[config.mk]
export PLATFORM = sky130hd
export DESIGN_NAME = wb_write_arbiter
export DESIGN_NICKNAME = d
export VERILOG_FILES = /design/src/rtl/wb_write_arbiter.sv
export SDC_FILE = /design/constraint.sdc
export NUM_CORES = 1
export LEC_CHECK = 0
export BUFFER_PORTS_ARGS = -buffer_cell sky130_fd_sc_hd__buf_2
export CORE_ASPECT_RATIO = 1.4
export CORE_MARGIN = 5
export CORE_UTILIZATION = 54
export DETAILED_ROUTE_END_ITERATION = 6
export GPL_ROUTABILITY_DRIVEN = 0
export PLACE_DENSITY = 0.77
export SYNTH_ARGS = -nofsm -noshare
export SYNTH_HDL_FRONTEND = slang
export SYNTH_SLANG_ARGS = --single-unit
export TNS_END_PERCENT = 30
[constraint.sdc]
create_clock -name clk -period 3.69 [get_ports clk]
set_input_delay 0 -clock clk [delete_from_list [all_inputs] [get_ports clk]]
set_output_delay 0 -clock clk [all_outputs]
set_load 0.01 [all_outputs]
[src/rtl/wb_write_arbiter.sv]
// wb_write_arbiter: drives the register-file write port from two producers.
// The in-order pipeline result wins every edge. Multiply/divide results wait
// in a small FIFO and drain on idle edges. A pipeline write kills older FIFO
// entries that target the same register.
// Optional build macro: WB_FORWARD_EN adds fwd_* copies of the write port for
// EX forwarding, and removes the output entry from the hit1/hit2 lookups.
module wb_write_arbiter #(
    parameter int FIFO_DEPTH = 2,
    parameter int REG_ADDR_W = 5,
    parameter int DATA_W     = 32
) (
    input  logic                  clk,
    input  logic                  rst,
    input  logic                  wb_valid,
    input  logic                  wb_regWrite,
    input  logic                  wb_memToReg,
    input  logic [2:0]            wb_loadType,
    input  logic [REG_ADDR_W-1:0] wb_writeReg,
    input  logic [DATA_W-1:0]     wb_aluResult,
    input  logic [DATA_W-1:0]     wb_memData,
    input  logic                  md_valid,
    output logic                  md_ready,
    input  logic [REG_ADDR_W-1:0] md_writeReg,
    input  logic [DATA_W-1:0]     md_result,
    input  logic [REG_ADDR_W-1:0] query1,
    input  logic [REG_ADDR_W-1:0] query2,
    output logic                  hit1,
    output logic                  hit2,
    output logic                  regWrite,
    output logic [REG_ADDR_W-1:0] writeReg,
    output logic [DATA_W-1:0]     writeData
`ifdef WB_FORWARD_EN
    ,
    output logic                  fwd_valid,
    output logic [REG_ADDR_W-1:0] fwd_reg,
    output logic [DATA_W-1:0]     fwd_data
`endif
);

    localparam int PTR_W = (FIFO_DEPTH > 1) ? $clog2(FIFO_DEPTH) : 1;
    localparam int CNT_W = PTR_W + 1;

    logic                  ent_valid_reg [FIFO_DEPTH];
    logic [REG_ADDR_W-1:0] ent_dst_reg   [FIFO_DEPTH];
    logic [DATA_W-1:0]     ent_data_reg  [FIFO_DEPTH];
    logic [PTR_W-1:0]      wr_ptr_reg, rd_ptr_reg;
    logic [CNT_W-1:0]      count_reg;

    logic                  regwrite_reg;
    logic [REG_ADDR_W-1:0] writereg_reg;
    logic [DATA_W-1:0]     writedata_reg;
    logic                  out_md_reg;   // output currently holds a FIFO result

    logic                  pipe_wr;
    logic                  pop;
    logic                  enq;
    logic [DATA_W-1:0]     pipe_data;
    logic [7:0]            ld_byte;
    logic [15:0]           ld_half;
    logic [FIFO_DEPTH-1:0] match1, match2;

    assign md_ready = !rst && (count_reg < CNT_W'(FIFO_DEPTH));
    assign pipe_wr  = wb_valid && wb_regWrite && (wb_writeReg != '0);
    assign pop      = !pipe_wr && (count_reg != '0);
    // r0 results complete the handshake but never occupy a slot
    assign enq      = md_valid && md_ready && (md_writeReg != '0);

    // Big-endian lane select and sign/zero extension for loads
    always_comb begin
        ld_byte   = wb_memData[DATA_W-1 -: 8];
        ld_half   = wb_aluResult[1] ? wb_memData[15:0] : wb_memData[DATA_W-1 -: 16];
        pipe_data = wb_aluResult;
        case (wb_aluResult[1:0])
            2'd0:    ld_byte = wb_memData[DATA_W-1 -: 8];
            2'd1:    ld_byte = wb_memData[DATA_W-9 -: 8];
            2'd2:    ld_byte = wb_memData[15:8];
            default: ld_byte = wb_memData[7:0];
        endcase
        if (wb_memToReg) begin
            case (wb_loadType)
                3'b001:  pipe_data = {{(DATA_W-8){ld_byte[7]}}, ld_byte};
                3'b010:  pipe_data = {{(DATA_W-8){1'b0}}, ld_byte};
                3'b011:  pipe_data = {{(DATA_W-16){ld_half[15]}}, ld_half};
                3'b100:  pipe_data = {{(DATA_W-16){1'b0}}, ld_half};
                default: pipe_data = wb_memData;
            endcase
        end
    end

    generate
        for (genvar gi = 0; gi < FIFO_DEPTH; gi++) begin : g_slot
            // Slot liveness: set on push, cleared on pop or by a newer pipeline write
            always_ff @(posedge clk) begin
                if (rst) begin
                    ent_valid_reg[gi] <= 1'b0;
                end else if (enq && (wr_ptr_reg == PTR_W'(gi))) begin
                    ent_valid_reg[gi] <= 1'b1;
                end else if (pop && (rd_ptr_reg == PTR_W'(gi))) begin
                    ent_valid_reg[gi] <= 1'b0;
                end else if (pipe_wr && (ent_dst_reg[gi] == wb_writeReg)) begin
                    ent_valid_reg[gi] <= 1'b0;
                end
            end

            assign match1[gi] = ent_valid_reg[gi] && (ent_dst_reg[gi] == query1);
            assign match2[gi] = ent_valid_reg[gi] && (ent_dst_reg[gi] == query2);
        end
    endgenerate

    // Payload storage: written on enqueue only, no reset needed
    always_ff @(posedge clk) begin
        if (enq) begin
            ent_dst_reg[wr_ptr_reg]  <= md_writeReg;
            ent_data_reg[wr_ptr_reg] <= md_result;
        end
    end

    // FIFO pointers and occupancy
    always_ff @(posedge clk) begin
        if (rst) begin
            wr_ptr_reg <= '0;
            rd_ptr_reg <= '0;
            count_reg  <= '0;
        end else begin
            if (enq) wr_ptr_reg <= wr_ptr_reg + PTR_W'(1);
            if (pop) rd_ptr_reg <= rd_ptr_reg + PTR_W'(1);
            case ({enq, pop})
                2'b10:   count_reg <= count_reg + CNT_W'(1);
                2'b01:   count_reg <= count_reg - CNT_W'(1);
                default: count_reg <= count_reg;
            endcase
        end
    end

    // Registered write port: pipeline first, then FIFO head, else idle
    always_ff @(posedge clk) begin
        if (rst) begin
            regwrite_reg  <= 1'b0;
            writereg_reg  <= '0;
            writedata_reg <= '0;
            out_md_reg    <= 1'b0;
        end else if (pipe_wr) begin
            regwrite_reg  <= 1'b1;
            writereg_reg  <= wb_writeReg;
            writedata_reg <= pipe_data;
            out_md_reg    <= 1'b0;
        end else if (pop) begin
            regwrite_reg <= ent_valid_reg[rd_ptr_reg];
            out_md_reg   <= ent_valid_reg[rd_ptr_reg];
            if (ent_valid_reg[rd_ptr_reg]) begin
                writereg_reg  <= ent_dst_reg[rd_ptr_reg];
                writedata_reg <= ent_data_reg[rd_ptr_reg];
            end
        end else begin
            regwrite_reg <= 1'b0;
            out_md_reg   <= 1'b0;
        end
    end

    assign regWrite  = regwrite_reg;
    assign writeReg  = writereg_reg;
    assign writeData = writedata_reg;

`ifdef WB_FORWARD_EN
    assign fwd_valid = regwrite_reg;
    assign fwd_reg   = writereg_reg;
    assign fwd_data  = writedata_reg;
    assign hit1 = (query1 != '0) && ((|match1) || (enq && (md_writeReg == query1)));
    assign hit2 = (query2 != '0) && ((|match2) || (enq && (md_writeReg == query2)));
`else
    // The entry on the outputs counts as pending until the regfile has it
    assign hit1 = (query1 != '0) && ((|match1) || (enq && (md_writeReg == query1)) ||
                                     (out_md_reg && (writereg_reg == query1)));
    assign hit2 = (query2 != '0) && ((|match2) || (enq && (md_writeReg == query2)) ||
                                     (out_md_reg && (writereg_reg == query2)));
`endif

endmodule

# ---- After elaboration in Yosys (flattened, before gate mapping)
# Memories as Yosys holds them, arrays and structs flattened. A register that Yosys moved wholly into a read port is not among the register bits.
# Cells that the tools add are included.
dict set report totals {
  in_bits 125
  out_inout_bits 41
  memories 3
  ramBits 76
  word_cells 135
  register_bits 43
}
# name words width read_ports rd_clocked_by_memory_dff wr line_no
set mem_list {}
lappend mem_list {ent_data_reg 2 32 1 1 1 45} ;# logic [DATA_W-1:0] ent_data_reg [FIFO_DEPTH];
lappend mem_list {ent_dst_reg 2 5 3 1 1 44} ;# logic [REG_ADDR_W-1:0] ent_dst_reg [FIFO_DEPTH];
lappend mem_list {ent_valid_reg 2 1 3 1 2 43} ;# logic ent_valid_reg [FIFO_DEPTH];
dict set report classes {
  bitwise_logic 8
  addsub 4
  n_reduce_logical 41
  magnitude_cmp 1
  eq_ne 18
  n_mux 53
}
# cell n
set ops {}
lappend ops {{2-to-1 mux 32 bit} 4}
lappend ops {{case mux 32 bit (4 select lines)} 1}
lappend ops {{== test 5 bit} 10}
lappend ops {{2-to-1 mux 1 bit} 42}
lappend ops {{case mux 8 bit (3 select lines)} 1}
lappend ops {{logical AND 1 bit} 22}
lappend ops {{nonzero test 5 bit} 4}
lappend ops {{2-to-1 mux 16 bit} 1}
lappend ops {{2-to-1 mux 5 bit} 3}
lappend ops {{nonzero test 2 bit} 4}
lappend ops {{== test 3 x 2 -> 1 bit (second input constant)} 2}
lappend ops {{OR 1 bit} 6}
lappend ops {{OR reduction 2 bit} 3}
lappend ops {{== test 2 x 1 -> 1 bit (second input constant)} 2}
lappend ops {{== test 2 bit (second input constant)} 2}
lappend ops {{logical OR 1 bit} 4}
lappend ops {{case mux 2 bit (2 select lines)} 1}
lappend ops {{== test 3 x 1 -> 1 bit (second input constant)} 1}
lappend ops {{== test 3 bit (second input constant)} 1}
lappend ops {{adder 1 bit (second input constant)} 2}
lappend ops {{adder 2 x 1 -> 2 bit (second input constant)} 1}
lappend ops {{zero test 1 bit} 2}
lappend ops {{zero test 2 bit} 1}
lappend ops {{< comparator 2 bit (second input constant)} 1}
lappend ops {{3 further kinds} 4}

# ---- Depth between registers and ports, before layout
# Gate-level depths: netlist of the first run.
dict set report depth {
  ltp_word 11
  depth_mapped 9
  ltp_nobuf 7
}

# ---- Least setup slack after synthesis of the first run
# No wires, ideal clock.
dict set report synth_timing {
  kind {register -> register}
  from {register count_reg[1]}
  to {memory ent_valid_reg[0], enable pin}
  slack_ps 731
  n_path_buf 0
  arrival_time_ps 2661
  stages_incl_launch_ff 5
  period_less_slack_ps 2959
  setup_ps 298
  path_cell_list {dfxtp_1 > nor2_1 > o211ai_2 > nor2_1 > or4_1}
}
# element line_no
set synth_rtl {}
lappend synth_rtl {{start: declaration} 47} ;# logic [CNT_W-1:0] count_reg;
lappend synth_rtl {{start signal: assignment} 128} ;# 2'b10: count_reg <= count_reg + CNT_W'(1);
lappend synth_rtl {{start signal: assignment} 129} ;# 2'b01: count_reg <= count_reg - CNT_W'(1);
lappend synth_rtl {{start signal: assignment} 130} ;# default: count_reg <= count_reg;
lappend synth_rtl {{end: declaration} 43}

# ---- Worst setup path in the final report of the first run
dict set report layout_timing {
  from {input wb_writeReg[3]}
  to {register writedata_reg[24], in the netlist writeData[24]}
}
dict set report layout_between {
  elab_chain_cells 6
}
# element line_no
set layout_lines {}
lappend layout_lines {{start: declaration} 18} ;# input logic [REG_ADDR_W-1:0] wb_writeReg,
lappend layout_lines {{nonzero test 5 bit *} 63} ;# assign pipe_wr = wb_valid && wb_regWrite && (wb_writeReg != '0);
lappend layout_lines {{logical AND 1 bit *} 63}
lappend layout_lines {{zero test 1 bit} 64} ;# assign pop = !pipe_wr && (count_reg != '0);
lappend layout_lines {{logical AND 1 bit} 64}
lappend layout_lines {{nonzero test 2 bit (no source line)} -}
lappend layout_lines {{AND reduction 2 bit (no source line)} -}
lappend layout_lines {{end signal: assignment} 145} ;# writedata_reg <= pipe_data;
lappend layout_lines {{end signal: assignment} 152} ;# writedata_reg <= ent_data_reg[rd_ptr_reg];
lappend layout_lines {{end: declaration} 51} ;# logic [DATA_W-1:0] writedata_reg;
# Every way passes the cells marked *; elsewhere a longest branch is shown, timed or not.
# A chain may end at the register's enable or synchronous reset.

==> out/results.txt, run 1 <==
Status = finished clean
Final HPWL DP = 12.8 mm
# fillers = 799
TritonCTS clock tree = yes
Die extent in y = 139 um
Total Negative Setup Slacks = 0 ns
Crit Path Class = input pin to flop
Core box area = 11800 sq um
Met2 Use GR = 47.6%
Yosys top cell area share = 35.3%
Worst-Skew Late Latency = 0.40 ns
Total overflow reported by the global router = 0
Effective utilization at floorplan = 54.9%
Worst path required time = 4.03 ns
Die area = 14300 sq um
Via density = 5.97
Most used routing layer = met2
Gate Count Post-Synth = 593
Final period utilization = 82.8%
Top cells by area, synth = edfxtp_1 35%, dfxtp_1 14%, mux2i_1 6.0%
Crit start category = input pin
Vias in the first global route = 6051
Worst Skew = 0.00777 ns
Most numerous cell in the Yosys netlist = edfxtp_1
Met1 usage = 32.0%
Sequential cell area = 3160 sq um
Max-cap violations = 0
Worst-path cell chain = dlygate4sd3_1 > buf_2 > or4_4 > o211a_1 > buf_4 > nand2b_1 > nor2_1 > a2111oi_4 > dlygate4sd3_1
Asr flop ratio synth = 0%
Buf/Inv on CP = 4
Root Buffer = clkbuf_16
Post-route non-filler standard cell count = 979
Post-synthesis cell area = 6460 sq um
Die width = 102 um
CP Max Fanout = 29
Nets@finish = 948
Met3 GRT Util = 7.06%
I/O pin count = 166
Area leader, netlist = edfxtp_1
Maximum clock rate = 327 MHz
All-Layer GR Usage = 27.7%
Min-Delay Path Class = input pin to flop
CTS Sinks = 120
TritonRoute pass-1 iters = 5
Yosys warns = 0
Max VDD drop = 353 uV
Critical Path End Type = flop
Relative slew slack = 23.5%
Wire per inst = 20.0 um
Main synth FF type = edfxtp_1
Setup violators final = 0
Seq/Total Area, Yosys = 48.9%
Slowest-stage cell, CP = dlygate4sd3_1
CP max stage delay = 0.61 ns
CTS buffer count = 17
EDFF count, synth = 76
DR iter-0 viols = 411
Antenna Diode Count = 0
Hold slack = 0.0132 ns
Arrival @ worst endpoint = 3.40 ns
Initial antenna violation count = 2
DRT Wirelength = 19.6 mm
First-pass GRT wire length = 30.8 mm
P per Cell Area = 550 nW/um^2
Pin count of the biggest net entering global routing = 60
Setup repair bufs after CTS = 0
Via count = 5845
H-tree depth = 4
Fin. max-slew vios = 0
Area growth syn-to-layout = 35.5%
Final Hold Fails = 0
Most Frequent Cell on Critical Path = dlygate4sd3_1
Worst Max-Slew Pin Slew = 1.14 ns
Max reg flops = 64
Mapped Avg Cell Area = 10.9 sq um
Yosys cell types = 58
Total Power = 4.81 mW
ANT nets after route = 0
Post-synth top cells = 76 x edfxtp_1, 69 x nor2_1, 44 x dfxtp_1
Layout cell share with drive strength beyond 1 = 27.2%
LEAKAGE = 3.39 nW
Syn_nets = 721
Row count = 47
Multi-input combinational cell area = 3050 sq um
Worst-path clk slew = 0.05 ns
CP top delay family = buffers and inverters
Hold-fix buffers at CTS = 88
Placed Cells = 860
Drt drc = 0
Fin crit period = 3.06 ns
RSZ-0062 raised after global routing = false
CTS max path bufs = 2
Flops & latches, synth = 120
IO buf count = 165
Post-CTS Resized = 0
==> per-layer routing <==
metal	vias to the layer above	part of all wire [%]
met3	76	8.6
met2	334	51
met4	4	3.8
met1	2748	37
met5	-	0.15
li1	2683	-
==> per-stage QoR <==
stage | utilization (%) | setup slack [ns] | area, sq um
floorplan | - | 0.731 | 6460
global placement | 61.9 | 1.40 | 7280
detailed placement | 61.9 | 1.39 | 7280
CTS | 74.4 | 0.770 | 8750
global route | 74.4 | 0.502 | 8750
finish | 74.4 | 0.634 | 8750
==> power by group <==
part / internal (mW) / switching [mW] / leakage, nW
sequential: 1.63 / 0.125 / 1.06
combinational: 0.594 / 0.785 / 2.04
clock: 1.11 / 0.558 / 0.288
total: 3.34 / 1.47 / 3.39
==> tightest hold or removal path, stage by stage <==
cell and delay (ns):
buf_2 0.10, nor2_1 0.18, a2111oi_4 0.07
==> worst paths after layout <==
kind                                                      from                          to  slack [ns]  cells past startpoint
worst max register to register  ent_valid_reg[1]$_SDFFCE_PP0P_  writeData[24]$_SDFFE_PP0P_        0.76                      6
worst min-delay path                          wb_aluResult[26]  writeData[26]$_SDFFE_PP0P_        0.01                      3
worst max-delay path                            wb_writeReg[3]  writeData[24]$_SDFFE_PP0P_        0.63                      9
worst min register to register       writeData[4]$_SDFFE_PP0P_   writeData[4]$_SDFFE_PP0P_        0.47                      2
==> layout by cell type, fill, tap and decap left out, drive strengths merged, types with 10 or more instances in the layout <==
cell and instances:
xor2 35, nand2 41, buf 170, clkbuf 20
o21ai 13, nand3 17, o31ai 10, a2111oi 21
dfxtp 44, nor4 10, mux2i 39, nor2 69
edfxtp 76, or3 11, xnor2 20, o22ai 15
a211oi 24, a21oi 27, dlygate4sd3 88
==> cell type report <==
type,instances,area share [%]
clock buffer,20,4.99
clock inverter,11,1.77
inverter,6,0.257
multi-input combinational,417,34.8
sequential,120,36.1
tap,147,2.10
timing repair buffer,258,19.9
==> cell families after synthesis <==
kind of cell	after synthesis	share of synthesized area, %
multiplexers	40	6.39
buffers and inverters	56	4.12
AO/OA/AOI/OAI	146	19.7
AND/OR/NAND/NOR	173	12.8
flip-flops	120	48.9
XOR/XNOR	55	7.45
adder cells (fa/ha/maj)	3	0.581
Power figures use the tool's default switching activity.
==> inputs of run 2 (changes only) <==
--- a/config.mk
+++ b/config.mk
@@ -5,13 +5,14 @@
 export SDC_FILE = /design/constraint.sdc
 export NUM_CORES = 1
 export LEC_CHECK = 0
+export ABC_AREA = 1
 export BUFFER_PORTS_ARGS = -buffer_cell sky130_fd_sc_hd__buf_2
 export CORE_ASPECT_RATIO = 1.4
 export CORE_MARGIN = 5
-export CORE_UTILIZATION = 54
+export CORE_UTILIZATION = 48
 export DETAILED_ROUTE_END_ITERATION = 6
 export GPL_ROUTABILITY_DRIVEN = 0
-export PLACE_DENSITY = 0.77
+export PLACE_DENSITY = 0.72
 export SYNTH_ARGS = -nofsm -noshare
 export SYNTH_HDL_FRONTEND = slang
 export SYNTH_SLANG_ARGS = --single-unit
==> constraint.sdc (replaced) <==
create_clock -name clk -period 2.75 [get_ports clk]
set_input_delay 0 -clock clk [delete_from_list [all_inputs] [get_ports clk]]
set_output_delay 0 -clock clk [all_outputs]
set_load 0.01 [all_outputs]
==> run 2 against run 1 <==
Against the previous run: non-clock buffer count down 27; critical path depth rose by 1; routed wire length up 11%; worst hold slack worse by 0.0058 ns; worst setup slack got worse by 0.081 ns; count of clock-buffer cells in the layout fell by 2; sequential power is 37% higher; first-iteration DRC count grew 37%; design area shrank 1.6%; die area up 12%; cell count rose by 24%; sequential share of layout area is 0.58 points higher.
==> out/results.txt, run 2 <==
Yosys cell types = 41
Post-CTS Resized = 0
Worst path required time = 3.11 ns
Final period utilization = 79.9%
CP Max Fanout = 56
Top cells by area, synth = edfxtp_1 35%, nand2_1 14%, dfxtp_1 14%
Fin crit period = 2.20 ns
Worst-path cell chain = dlygate4sd3_1 > buf_2 > nor2_1 > nand3_1 > nand2_2 > buf_4 > nand2_1 > nor2_1 > nand2_1 > nand2_1
TritonCTS clock tree = yes
I/O pin count = 166
Seq/Total Area, Yosys = 48.7%
Die area = 16000 sq um
Complex-gate fraction of the synthesized area = 14.2%
Synth Area in Adders = 0.578%
Sw Ratio = 35.1%
Crit Path Class = input pin to flop
Worst setup startpoint = wb_writeReg[4]
DRT Wirelength = 21.7 mm
ANT nets after route = 0
RSZ-0062 raised after global routing = false
Setup repair bufs after CTS = 0
DR iter-0 viols = 562
P per Cell Area = 755 nW/um^2
Area share of xor/xnor cells in the synthesized design = 3.37%
Clk pwr share = 34.1%
Total overflow reported by the global router = 0
Synth Area in Simple Gates = 25.6%
Comb power frac = 28.8%
Pin count of the biggest net entering global routing = 57
Critical Path End Type = flop
P_int = 4.22 mW
Main synth FF type = edfxtp_1
Final Hold Fails = 0
Area growth syn-to-layout = 32.7%
Asr flop ratio synth = 0%
Commonest non-fill, non-tap cells in the layout = 234 x nand2_1, 165 x buf_2, 84 x nor2_1
Buf/Inv on CP = 3
Initial antenna violation count = 1
Cell area after placement = 7440 sq um
Via count = 6507
Syn_nets = 929
Min-Delay Path Class = input pin to flop
LEAKAGE = 3.87 nW
Status = finished clean
Relative slew slack = 45.8%
Via density = 5.37
Setup violators final = 0
Root Buffer = clkbuf_16
CTS buffer count = 17
Flops & latches, synth = 120
Arrival @ worst endpoint = 2.56 ns
CP max stage delay = 0.53 ns
Yosys top cell area share = 35.2%
Max VDD drop = 552 uV
Final HPWL DP = 15.6 mm
Multi-input combinational cell area = 2920 sq um
Core box area = 13300 sq um
Hold Startpoint = wb_memData[21]
Mapped Avg Cell Area = 8.10 sq um
Yosys warns = 0
Max reg flops = 64
Worst Max-Slew Pin Slew = 0.812 ns
# fillers = 1139
Slowest-stage cell, CP = dlygate4sd3_1
Post-synthesis cell area = 6490 sq um
Row count = 50
Sequential share of power = 37.2%
H-tree depth = 4
Post-synth top cells = 235 x nand2_1, 86 x nor2_1, 76 x edfxtp_1
Hold slack = 0.00739 ns
CTS Sinks = 120
Maximum clock rate = 455 MHz
Layout cell share with drive strength beyond 1 = 24.2%
Crit start category = input pin
Most Frequent Cell on Critical Path = nand2_1
Gate Count Post-Synth = 801
Hold-fix buffers at CTS = 58
Drt drc = 0
IO buf count = 165
Largest family of logic cells by synthesized area = simple AND/OR/NAND/NOR gates
Die width = 108 um
Most numerous cell in the Yosys netlist = nand2_1
Nets@finish = 1143
First-pass GRT wire length = 33.7 mm
Vias in the first global route = 6431
NetSw = 2.29 mW
Sequential cell area = 3160 sq um
Finished Core Util = 64.6%
Fin. max-slew vios = 0
CTS max path bufs = 2
Wire per inst = 17.9 um
Worst-Skew Late Latency = 0.42 ns
Die extent in y = 148 um
Total Negative Setup Slacks = 0 ns
Max-cap violations = 0
TritonRoute pass-1 iters = 7
Finished Cell Area = 8610 sq um
EDFF count, synth = 76
Mux cell area share after synthesis = 0.925%
Most common cell after layout, fill and taps aside = nand2_1
CP top delay family = simple AND/OR/NAND/NOR gates
Worst-path clk slew = 0.06 ns
All-Layer GR Usage = 27.5%
Worst Skew = 0.00562 ns
Effective utilization at floorplan = 48.7%
Area leader, netlist = edfxtp_1
run 2: routing by layer:
layer / share of wire, % / global-route usage (%)
met4: 5.2 / 13.0
met3: 8.0 / 5.81
met5: 0.060 / 0
met2: 51 / 49.0
met1: 36 / 31.0
run 2: layout make-up:
type                            count  area share [%]
Antenna cell                        1          0.0291
Sequential cell                   120            36.7
Multi-Input combinational cell    588            33.9
Clock buffer                       18            5.10
Timing Repair Buffer              231            17.3
Inverter                           57            2.48
Clock inverter                     14            1.79
Tap cell                          182            2.64
run 2: final timing paths:
path                                     end  slack, ns  depth (start not counted)
hold reg to reg    writeData[1]$_SDFFE_PP0P_       0.46                          2
hold / removal    writeData[21]$_SDFFE_PP0P_      0.007                          5
setup / recovery   writeData[9]$_SDFFE_PP0P_       0.55                         10
setup reg to reg   writeData[9]$_SDFFE_PP0P_       0.71                          9
run 2: power groups by stage:
| stage | sequential [mW] | combinational, mW | clock, mW |
|---|---|---|---|
| floorplan | 2.46 | 1.11 | 0 |
| global placement | 2.45 | 1.76 | 0 |
| detailed placement | 2.44 | 1.78 | 0 |
| CTS | 2.41 | 1.86 | 2.23 |
| global route | 2.44 | 2.07 | 2.32 |
| finish | 2.42 | 1.87 | 2.21 |
run 2: cell families (layout without fill, tap and decap cells):
logic type | after synthesis | after routing
AOI/OAI and AO/OA | 160 | 160
xor gates and xnor gates | 25 | 25
buffers and inverters | 93 | 320
DFF | 120 | 120
muxes | 6 | 6
other | 0 | 1
and+or+nand+nor | 394 | 394
adders and majority gates | 3 | 3
run 2: per-stage QoR:
stage | std cells | setup slack (ns) | power [mW]
final | 1211 | 0.552 | 6.50
after global routing | 1210 | 0.274 | 6.83
after CTS | 1210 | 0.593 | 6.49
after detailed placement | 1120 | 0.725 | 4.22
after global placement | 1120 | 0.723 | 4.21
after floorplan | 801 | 0.355 | 3.56
run 2: worst register-to-register path, cell delays in order, from the launching register on:
cell	delay, ns
dfxtp_1	0.31
buf_4	0.19
nor2_1	0.11
nor2_1	0.04
nand2_1	0.06
buf_4	0.24
nand2_1	0.30
nor2_1	0.53
nand2_1	0.12
nand2_1	0.09
==> inputs of run 3 (changes only) <==
--- a/config.mk
+++ b/config.mk
@@ -5,7 +5,7 @@
 export SDC_FILE = /design/constraint.sdc
 export NUM_CORES = 1
 export LEC_CHECK = 0
-export ABC_AREA = 1
+export ABC_AREA = 0
 export BUFFER_PORTS_ARGS = -buffer_cell sky130_fd_sc_hd__buf_2
 export CORE_ASPECT_RATIO = 1.4
 export CORE_MARGIN = 5
==> constraint.sdc (replaced) <==
create_clock -name clk -period 2 [get_ports clk]
set_input_delay 0 -clock clk [delete_from_list [all_inputs] [get_ports clk]]
set_output_delay 0 -clock clk [all_outputs]
set_load 0.01 [all_outputs]
==> run 3 against run 2 <==
Against the previous run: combinational power up 40%; global-route usage down 2.2 points; worst hold slack better by 0.0071 ns; cell count down 14%; worst setup slack worse by 0.53 ns; register-to-register slack worse by 0.54 ns; sequential share of layout area down 1.8 points; routed wire length down 7.2%; design area up 5.2%; via count down 8.9%; core utilization up 3.4 points; critical path type is now input pin to primary output.
==> out/results.txt, run 3 (synthesis results as in run 1) <==
Nets@finish = 972
Area growth syn-to-layout = 40.3%
Via density = 5.70
Dpl ws = -0.392 ns
WP depth = 8
Comb power frac = 29.1%
Finished Cell Area = 9060 sq um
Worst-path cell chain = dlygate4sd3_1 > buf_4 > or4_4 > o211ai_4 > buf_6 > nor4_2 > o22a_1 > buf_2
CTS buffer count = 17
Worst-path clk slew = 0.05 ns
Sequential cell area = 3160 sq um
CP Max Fanout = 5
Root Buffer = clkbuf_16
H-tree depth = 4
Total overflow reported by the global router = 0
Worst Skew = 0.00564 ns
Setup violators final = 0
Flop-to-flop setup slack = 0.17 ns
Critical Path End Type = primary output
Sequential share of power = 36.3%
DRT Wirelength = 20.2 mm
Sw Ratio = 30.5%
Setup crit end = hit1
Die extent in y = 147 um
LEAKAGE = 3.49 nW
Max VDD drop = 692 uV
CP top delay family = buffers and inverters
Slowest-stage cell, CP = dlygate4sd3_1
TritonCTS clock tree = yes
CTS max path bufs = 2
Fin crit period = 1.98 ns
CTS Sinks = 120
Status = finished clean
NetSw = 2.73 mW
R2r startpoint = count_reg[1]$_SDFFE_PP0P_
Setup repair bufs after CTS = 0
Worst-Skew Late Latency = 0.40 ns
Commonest non-fill, non-tap cells in the layout = 162 x buf_2, 88 x dlygate4sd3_1, 76 x edfxtp_1
Crit Path Class = input pin to primary output
Final HPWL DP = 13.5 mm
Wire per inst = 19.4 um
Worst setup startpoint = md_writeReg[4]
Die area = 15900 sq um
P_int = 6.22 mW
Maximum clock rate = 506 MHz
Vias in the first global route = 6297
Via count = 5925
Min-Delay Path Class = input pin to flop
Layout cell share with drive strength beyond 1 = 29.5%
Drt drc = 0
Clk pwr share = 34.6%
I/O pin count = 166
Pin count of the biggest net entering global routing = 60
Multi-input combinational cell area = 3080 sq um
Core box area = 13300 sq um
# fillers = 980
First-pass GRT wire length = 31.3 mm
Total Power = 8.95 mW
CP max stage delay = 0.53 ns
Cell area after placement = 7540 sq um
All-Layer GR Usage = 25.3%
Worst path required time = 2.00 ns
Total Negative Setup Slacks = 0 ns
Final period utilization = 98.8%
Max reg flops = 64
Die width = 108 um
Crit start category = input pin
Fin. max-slew vios = 0
Initial antenna violation count = 2
Final worst slack = 0.0238 ns
DR iter-0 viols = 401
Reg-to-Reg End = ent_data_reg[0][21]$_DFFE_PP_
Max-cap violations = 0
IO buf count = 165
Effective utilization at floorplan = 48.5%
Row count = 50
Most common cell after layout, fill and taps aside = buf_2
Final Hold Fails = 0
Arrival @ worst endpoint = 1.98 ns
R2R depth = 5
Buf/Inv on CP = 4
ANT nets after route = 0
TritonRoute pass-1 iters = 5
Worst Max-Slew Pin Slew = 1.26 ns
P per Cell Area = 988 nW/um^2
Relative slew slack = 15.9%
## run 3: how the worst min path moves through the flow
stage | from | slack [ns] | cells past startpoint | endpoint
6_report | wb_memData[2] | 0.01 | 3 | writeData[2]$_SDFFE_PP0P_
2_1_floorplan | rst | 0.06 | 1 | md_ready
3_3_place_gp | md_result[22] | 0.19 | 1 | ent_data_reg[1][22]$_DFFE_PP_
5_1_grt | wb_aluResult[28] | 0.006 | 3 | writeData[28]$_SDFFE_PP0P_
3_5_place_dp | md_result[20] | 0.19 | 1 | ent_data_reg[1][20]$_DFFE_PP_
4_1_cts | wb_aluResult[28] | 0.002 | 3 | writeData[28]$_SDFFE_PP0P_
## run 3: cell type report
type	count	share of cell area [%]
inverters	6	0.248
multi-input cells	417	33.9
clock inverters	12	1.74
diodes	1	0.0276
repair buffers	282	21.8
clock buffers	20	4.82
flip-flops and latches	120	34.9
well taps	182	2.51
## run 3: through the flow
stage | utilization [%] | hold WS [ns] | cells
after CTS | 67.7 | 0.00247 | 1039
after floorplan | - | 0.0564 | 593
after global placement | 56.6 | 0.187 | 919
after detailed placement | 56.6 | 0.191 | 919
final | 68.0 | 0.0145 | 1040
after global routing | 68.0 | 0.00632 | 1040
## run 3: metal layers
layer	up-vias	share of wire, %	track usage (%)
li1	2734	-	-
met1	2813	36	27.0
met2	306	53	46.3
met3	70	7.4	6.42
met4	2	3.5	11.4
met5	-	0.035	0
## run 3: worst register-to-register path: cells and delay by family (launching register included)
| family | cells | cell delay [ns] |
|---|---|---|
| buffers and inverters | 2 | 0.66 |
| DFF | 1 | 0.33 |
| and+or+nand+nor | 2 | 0.31 |
| AOI/OAI and AO/OA | 1 | 0.15 |
## run 3: power by group through the flow
stage,registers (mW),logic [mW],clock network [mW]
after CTS,3.24,2.57,3.13
after global placement,3.28,2.35,0
after floorplan,3.29,1.60,0
after detailed placement,3.28,2.42,0
after global routing,3.27,2.83,3.25
final,3.25,2.61,3.10
## run 3: what timing repair did
| item | 4_1_cts | 5_1_grt |
|---|---|---|
| endpoints found under the setup margin | 0 | 6 |
| hold endpoints to repair | 108 | 0 |
| hold buffers | 88 | 0 |
| gates resized for setup | 0 | 10 |
